`src/rtl/f1_reaction_timer_if.sv`:
```
// Bus between the CPU-side light pattern / driver button and the F1 reaction timer.
// Carries best_time only when F1_BEST_TIME_EN is defined.
interface f1_reaction_timer_if #(
  parameter int DATA_WIDTH  = 32,
  parameter int COUNT_WIDTH = 16
);
  logic [DATA_WIDTH-1:0]  a0;
  logic                   btn;
  logic [COUNT_WIDTH-1:0] reaction_time;
  logic                   result_valid;
  logic                   timeout;
  logic                   jump_start;
  logic                   busy;
`ifdef F1_BEST_TIME_EN
  logic [COUNT_WIDTH-1:0] best_time;

  modport master (
    output a0, btn,
    input  reaction_time, result_valid, timeout, jump_start, busy, best_time
  );
  modport slave (
    input  a0, btn,
    output reaction_time, result_valid, timeout, jump_start, busy, best_time
  );
`else
  modport master (
    output a0, btn,
    input  reaction_time, result_valid, timeout, jump_start, busy
  );
  modport slave (
    input  a0, btn,
    output reaction_time, result_valid, timeout, jump_start, busy
  );
`endif
endinterface

```
`src/rtl/f1_reaction_timer.sv`:
```
// F1 start-light reaction timer: follows the light-up sequence on a0[7:0], times the button after lights out.
// Optional best-lap register enabled by defining F1_BEST_TIME_EN.
module f1_reaction_timer #(
  parameter int DATA_WIDTH  = 32,
  parameter int TICK_DIV    = 1000,
  parameter int COUNT_WIDTH = 16
) (
  input logic                clk,
  input logic                rst,
  f1_reaction_timer_if.slave bus
);

  localparam int PW = $clog2(TICK_DIV);
  localparam logic [PW-1:0]          PRESC_MAX = PW'(TICK_DIV - 1);
  localparam logic [COUNT_WIDTH-1:0] CNT_MAX   = {COUNT_WIDTH{1'b1}};

  localparam logic [2:0] S_IDLE   = 3'd0;
  localparam logic [2:0] S_ARMING = 3'd1;
  localparam logic [2:0] S_LIT    = 3'd2;
  localparam logic [2:0] S_TIMING = 3'd3;
  localparam logic [2:0] S_DONE   = 3'd4;
  localparam logic [2:0] S_FAULT  = 3'd5;

  logic [2:0]             state_q, state_d;
  logic [7:0]             last_q, last_d;
  logic                   btn_meta_q, btn_meta_d;
  logic                   btn_sync_q, btn_sync_d;
  logic                   btn_prev_q, btn_prev_d;
  logic [PW-1:0]          presc_q, presc_d;
  logic [COUNT_WIDTH-1:0] cnt_q, cnt_d;
  logic [COUNT_WIDTH-1:0] rt_q, rt_d;
  logic                   rv_q, rv_d;
  logic                   to_q, to_d;
  logic                   js_q, js_d;
  logic                   busy_q, busy_d;

  logic [7:0] p_s;
  logic [7:0] next_s;
  logic       press_s;
  logic       tick_s;
  logic       cnt_sat_s;
  logic       unused_a0_s;

  assign p_s         = bus.a0[7:0];
  assign unused_a0_s = ^bus.a0[DATA_WIDTH-1:8];
  assign next_s      = {last_q[6:0], 1'b1};
  assign press_s     = btn_sync_q & ~btn_prev_q;
  assign tick_s      = (presc_q == PRESC_MAX);
  assign cnt_sat_s   = (cnt_q == CNT_MAX);

  always_comb begin
    state_d    = state_q;
    last_d     = p_s;
    btn_meta_d = bus.btn;
    btn_sync_d = btn_meta_q;
    btn_prev_d = btn_sync_q;
    presc_d    = presc_q;
    cnt_d      = cnt_q;
    rt_d       = rt_q;
    rv_d       = 1'b0;
    to_d       = to_q;

    case (state_q)
      S_IDLE: begin
        if (p_s == 8'h01) state_d = S_ARMING;
        else              state_d = S_IDLE;
      end
      S_ARMING: begin
        if (press_s)                              state_d = S_FAULT;
        else if (p_s == 8'hFF)                    state_d = S_LIT;
        else if (p_s == last_q || p_s == next_s)  state_d = S_ARMING;
        else                                      state_d = S_IDLE;
      end
      S_LIT: begin
        if (press_s) begin
          state_d = S_FAULT;
        end else if (p_s == 8'h00) begin
          state_d = S_TIMING;
          presc_d = {PW{1'b0}};
          cnt_d   = {COUNT_WIDTH{1'b0}};
        end else if (p_s == 8'hFF) begin
          state_d = S_LIT;
        end else begin
          state_d = S_IDLE;
        end
      end
      S_TIMING: begin
        if (tick_s) begin
          presc_d = {PW{1'b0}};
          if (!cnt_sat_s) cnt_d = cnt_q + 1'b1;
          else            cnt_d = cnt_q;
        end else begin
          presc_d = presc_q + 1'b1;
          cnt_d   = cnt_q;
        end
        // A press in a wrap cycle captures the count from before that tick.
        if (press_s) begin
          state_d = S_DONE;
          rt_d    = cnt_q;
          rv_d    = 1'b1;
          to_d    = cnt_sat_s;
        end else if (cnt_sat_s) begin
          state_d = S_DONE;
          rt_d    = CNT_MAX;
          rv_d    = 1'b1;
          to_d    = 1'b1;
        end else if (p_s != 8'h00) begin
          state_d = S_IDLE;
        end else begin
          state_d = S_TIMING;
        end
      end
      S_DONE: begin
        if (p_s == 8'h01) begin
          state_d = S_ARMING;
          to_d    = 1'b0;
        end else begin
          state_d = S_DONE;
        end
      end
      S_FAULT: begin
        if (p_s == 8'h01) state_d = S_ARMING;
        else              state_d = S_FAULT;
      end
      default: begin
        state_d = S_IDLE;
      end
    endcase

    busy_d = (state_d == S_ARMING) || (state_d == S_LIT) || (state_d == S_TIMING);
    js_d   = (state_d == S_FAULT);
  end

`ifdef F1_BEST_TIME_EN
  logic [COUNT_WIDTH-1:0] best_q, best_d;

  always_comb begin
    if (rv_d && !to_d && (rt_d < best_q)) best_d = rt_d;
    else                                  best_d = best_q;
  end

  always_ff @(posedge clk) begin
    if (!rst) best_q <= CNT_MAX;
    else      best_q <= best_d;
  end

  assign bus.best_time = best_q;
`endif

  always_ff @(posedge clk) begin
    if (!rst) begin
      state_q    <= S_IDLE;
      last_q     <= 8'h00;
      btn_meta_q <= 1'b0;
      btn_sync_q <= 1'b0;
      btn_prev_q <= 1'b0;
      presc_q    <= {PW{1'b0}};
      cnt_q      <= {COUNT_WIDTH{1'b0}};
      rt_q       <= {COUNT_WIDTH{1'b0}};
      rv_q       <= 1'b0;
      to_q       <= 1'b0;
      js_q       <= 1'b0;
      busy_q     <= 1'b0;
    end else begin
      state_q    <= state_d;
      last_q     <= last_d;
      btn_meta_q <= btn_meta_d;
      btn_sync_q <= btn_sync_d;
      btn_prev_q <= btn_prev_d;
      presc_q    <= presc_d;
      cnt_q      <= cnt_d;
      rt_q       <= rt_d;
      rv_q       <= rv_d;
      to_q       <= to_d;
      js_q       <= js_d;
      busy_q     <= busy_d;
    end
  end

  assign bus.reaction_time = rt_q;
  assign bus.result_valid  = rv_q;
  assign bus.timeout       = to_q;
  assign bus.jump_start    = js_q;
  assign bus.busy          = busy_q;

endmodule

```
`src/flat_wrapper.sv`:
```
// flat-port wrapper written by rule: the top's interface ports become plain ports
module f1_reaction_timer_flat 
#(
  parameter int DATA_WIDTH  = 32,
  parameter int TICK_DIV    = 1000,
  parameter int COUNT_WIDTH = 16
)
  (clk, rst, bus_a0, bus_btn, bus_reaction_time, bus_result_valid, bus_timeout, bus_jump_start, bus_busy);
  f1_reaction_timer_if #(.DATA_WIDTH(DATA_WIDTH), .COUNT_WIDTH(COUNT_WIDTH)) bus_i ();
  input logic clk;
  input logic rst;
  input wire logic [$bits(bus_i.a0)-1:0] bus_a0;
  input wire logic [$bits(bus_i.btn)-1:0] bus_btn;
  output wire logic [$bits(bus_i.reaction_time)-1:0] bus_reaction_time;
  output wire logic [$bits(bus_i.result_valid)-1:0] bus_result_valid;
  output wire logic [$bits(bus_i.timeout)-1:0] bus_timeout;
  output wire logic [$bits(bus_i.jump_start)-1:0] bus_jump_start;
  output wire logic [$bits(bus_i.busy)-1:0] bus_busy;
  assign bus_i.a0 = bus_a0;
  assign bus_i.btn = bus_btn;
  assign bus_reaction_time = bus_i.reaction_time;
  assign bus_result_valid = bus_i.result_valid;
  assign bus_timeout = bus_i.timeout;
  assign bus_jump_start = bus_i.jump_start;
  assign bus_busy = bus_i.busy;
  f1_reaction_timer #(.DATA_WIDTH(DATA_WIDTH), .TICK_DIV(TICK_DIV), .COUNT_WIDTH(COUNT_WIDTH)) u_core (.clk(clk), .rst(rst), .bus(bus_i));
endmodule
```
`config.mk`:
```
export PLATFORM = sky130hd
export DESIGN_NAME = f1_reaction_timer_flat
export DESIGN_NICKNAME = d
export VERILOG_FILES = /design/src/rtl/f1_reaction_timer_if.sv /design/src/rtl/f1_reaction_timer.sv /design/src/flat_wrapper.sv
export SDC_FILE = /design/constraint.sdc
export NUM_CORES = 1
export LEC_CHECK = 0
export BUFFER_PORTS_ARGS = -buffer_cell sky130_fd_sc_hd__buf_2
export CAP_MARGIN = 20
export CORE_AREA = 2 2 67 133
export DETAILED_ROUTE_END_ITERATION = 10
export DIE_AREA = 0 0 69 135
export PLACE_DENSITY = 0.52
export SLEW_MARGIN = 20
export SYNTH_ARGS = -nofsm -noshare
export SYNTH_HDL_FRONTEND = slang
export SYNTH_SLANG_ARGS = --single-unit
export TNS_END_PERCENT = 10
```
`constraint.sdc`:
```
create_clock -name clk -period 2.8 [get_ports clk]
set_input_delay 0.7 -clock clk [delete_from_list [all_inputs] [get_ports clk]]
set_output_delay 0.7 -clock clk [all_outputs]
set_load 0.02 [all_outputs]
```
==> metrics.md <==
| Metric | Value |
|---|---|
| Status | `complete, no violations` |
| Leakage | `0.001273 uW` |
| Max-cap viol count | `0` |
| Rows | `47` |
| Worst slew pin tran | `0.6573 ns` |
| Antenna violations before repair | `0` |
| Pre-CTS setup slack | `0.1652 ns` |
| Avg Cell Area, Syn | `8.766 um2` |
| GP Congestion | `0.7490` |
| Clock Skew | `0.007893 ns` |
| Longest Clk Path Bufs | `2` |
| Final hold viol count | `0` |
| Post-CTS sizing | `0` |
| Antenna Cells | `0` |
| DP Wirelength | `4686 um` |
| CTS tree | `done` |
| Number of global-route vias before repair | `2269` |
| CTS buffer count | `9` |
| Data arrival, critical path | `2.56 ns` |
| Setup CP Type | `in2reg` |
| Die Footprint | `0.009315 mm2` |
| Largest net degree at the start of global routing | `29` |
| Top-Level Pins | `55` |
| Required time at the worst-slack endpoint | `3.05 ns` |
| Yosys warns | `0` |
| Count of buffers from port buffering | `30` |
| Worst-skew pair later-pin latency | `0.33 ns` |
| Worst hold start | `u_core.btn_meta_q$_SDFF_PN0_` |
| Reg clk slew, reported paths | `0.05 ns` |
| Finished Core Util | `40.90%` |
| CP max-delay cell | `nor4_2` |
| Period utilization | `82.46%` |
| All-Layer GR Usage | `14.53%` |
| Post-CTS setup buffer count | `0` |
| Share of cells above drive strength 1 | `18.38%` |
| Nets | `391` |
| Top cell type's share of synthesized area | `42.42%` |
| Synthesized flop and latch total | `60` |
| Synthesized cell area | `0.002831 mm2` |
| Hold_buf cts | `0` |
| Die height | `135 um` |
| Drt drc | `0` |
| Setup violators final | `0` |
| Crit path largest cell delay | `0.43 ns` |
| CP startpoint kind | `input port` |
| Drt via density | `5.083` |
| Pins over their slew limit | `0` |
| Sink Count | `60` |
| EDFF count, synth | `0` |
| Final ANT Viol Nets | `0` |
| CP cell instances | `buf_2, nor4_2, and4b_1, a21boi_4, nor4_4, nand4_1, a21oi_1` |
| Gr ovfl total | `0` |
| Crit Path Max Fanout | `16` |
| Hold Path End | `u_core.btn_prev_d$_SDFF_PN0_` |
| Cell Pwr Density | `599.1 mW/mm2` |
| Crit. End Element | `flop` |
| Most common cell in the netlist | `dfxtp_1` |
| Post-Syn Instances | `323` |
| Placed cells | `441` |
| Minimum clock period | `2.309 ns` |
| Largest cells by area after synthesis | `dfxtp_1 (42%), xnor2_1 (7.7%), nor2_1 (5.8%)` |
| Area leader, netlist | `dfxtp_1` |
| First DRT Iteration DRCs | `73` |
| Per-cell routed wire length | `13.72 um` |
| Initial core utilization | `34.39%` |
| Core box area | `0.008233 mm2` |
| R2r startpoint | `u_core.state_q[1]$_SDFF_PN0_` |
| Unique cell type count in the Yosys netlist | `51` |
| Post-synth ARST share | `0%` |
| First-pass GRT wire length | `10600 um` |
| Syn nets | `360` |
| Register area share after synthesis | `42.42%` |
| Achievable clock frequency | `433.1 MHz` |
| R2R Setup Slk | `0.57 ns` |
| Maximum VDD drop | `309.8 uV` |
| Synth top cells by count | `dfxtp_1 (60), nor2_1 (44), nor3_1 (26)` |
| CTS H-tree lvls | `3` |
| Die width | `69 um` |
| DRT Wirelength | `6272 um` |
| Setup TNS | `0 ns` |
| Worst Hold Class | `reg2reg` |
| Slew headroom | `55.81%` |
| Final Instance Count excl. Fillers | `457` |
| Via count | `2323` |
| Fillers | `878` |
| First drt pass iteration count | `4` |
| R2R depth | `6` |
| RSZ-0062 raised after global routing | `false` |
| Clock root cell | `clkbuf_16` |
| Hold Path Stages | `1` |
| Area Growth Syn to Fin | `18.91%` |
| FF-to-FF End | `u_core.cnt_q[15]$_SDFFE_PN0P_` |
| Final Worst Setup Slack | `0.4912 ns` |
| Post-synth top flop | `dfxtp_1` |
[layout by cell type, fill, tap and decap left out, drive strengths merged, types with 2 or more instances in the layout]
cell    count
inv         6
or4         2
or2         2
xnor2      25
dfxtp      60
nand4       7
nor2       44
and2       11
and4        3
nand3b      2
clkinv      3
a21oi       7
a31oi       2
or3         4
ha          2
nand2      14
nand3      12
clkbuf     12
nor2b       6
buf        36
a21boi      5
nor4        9
o21ai      26
nor4b       2
xor2        9
nor3b       2
nor3       28
nand2b      3
o21a        3
[power breakdown]
group	total [uW]	switching, uW	internal (uW)
Combinational	68.6	39.0	29.6
Sequential	869	5.41	863
Clock	1080	369	710
Total	2020	414	1600
[final cells by class]
class,instances,area (um2),area share [%]
well taps,98,122.6,3.642
clock inverters,4,48.80,1.449
multi-input cells,241,1530,45.45
inverters,6,22.52,0.6689
clock buffers,12,246.5,7.321
repair buffers,36,195.2,5.797
flip-flops and latches,60,1201,35.67
[per-layer routing]
metal  vias up  global-route usage, %  part of all wire (%)
met5         -                      0                     0
met4         0                  9.041                   3.3
met3        14                  3.657                   2.5
met2        36                  27.56                    57
met1      1079                  13.53                    37
li1       1194                      -                     -
[how the worst max path moves through the flow]
| stage | startpoint | to | slack, ns | depth (start not counted) |
|---|---|---|---|---|
| CTS | bus_a0[3] | u_core.cnt_q[15]$_SDFFE_PN0P_ | 0.49 | 7 |
| floorplan | bus_a0[3] | u_core.cnt_q[14]$_SDFFE_PN0P_ | 0.60 | 7 |
| global route | bus_a0[3] | u_core.cnt_q[15]$_SDFFE_PN0P_ | 0.34 | 7 |
| finish | bus_a0[3] | u_core.cnt_q[15]$_SDFFE_PN0P_ | 0.49 | 7 |
| global placement | bus_a0[3] | u_core.cnt_q[10]$_SDFFE_PN0P_ | 0.16 | 7 |
| detailed placement | bus_a0[3] | u_core.cnt_q[10]$_SDFFE_PN0P_ | 0.17 | 7 |
[through the flow]
| stage | cell area (um2) | hold slack [ns] | total power [uW] |
|---|---|---|---|
| 6_report | 3367 | 0.4463 | 2017 |
| 5_1_grt | 3367 | 0.4752 | 2098 |
| 4_1_cts | 3367 | 0.4509 | 2057 |
| 3_5_place_dp | 3072 | 0.4364 | 956.1 |
| 3_3_place_gp | 3072 | 0.4233 | 956.0 |
| 2_1_floorplan | 2831 | 0.4119 | 929.4 |
[kinds of logic (layout without fill, tap and decap cells)]
| kind of cell | Yosys count | count (layout) | share of synthesized area, % |
|---|---|---|---|
| AOI/OAI and AO/OA | 50 | 50 | 10.96 |
| buffers and inverters | 22 | 58 | 3.756 |
| xor gates and xnor gates | 34 | 34 | 10.52 |
| and+or+nand+nor | 155 | 155 | 31.46 |
| DFF | 60 | 60 | 42.42 |
| adders and majority gates | 2 | 2 | 0.8836 |
[state kept, by name (all words and copies together), names as in the netlist]
register	cells
u_core.bus.reaction_time	16
u_core.btn_prev_d	1
u_core.presc_q	10
u_core.bus.timeout	1
u_core.btn_meta_q	1
u_core.cnt_q	16
u_core.bus.busy	1
u_core.last_q	8
u_core.bus.result_valid	1
u_core.btn_prev_q	1
u_core.state_q	3
u_core.bus.jump_start	1
[worst max-delay path, delay by kind of cell]
family | cells | cell delay, ns
AO/OA/AOI/OAI | 2 | 0.37
buffers and inverters | 1 | 0.14
AND/OR/NAND/NOR | 4 | 1.34
No activity file was read; power rests on OpenSTA's default activity.
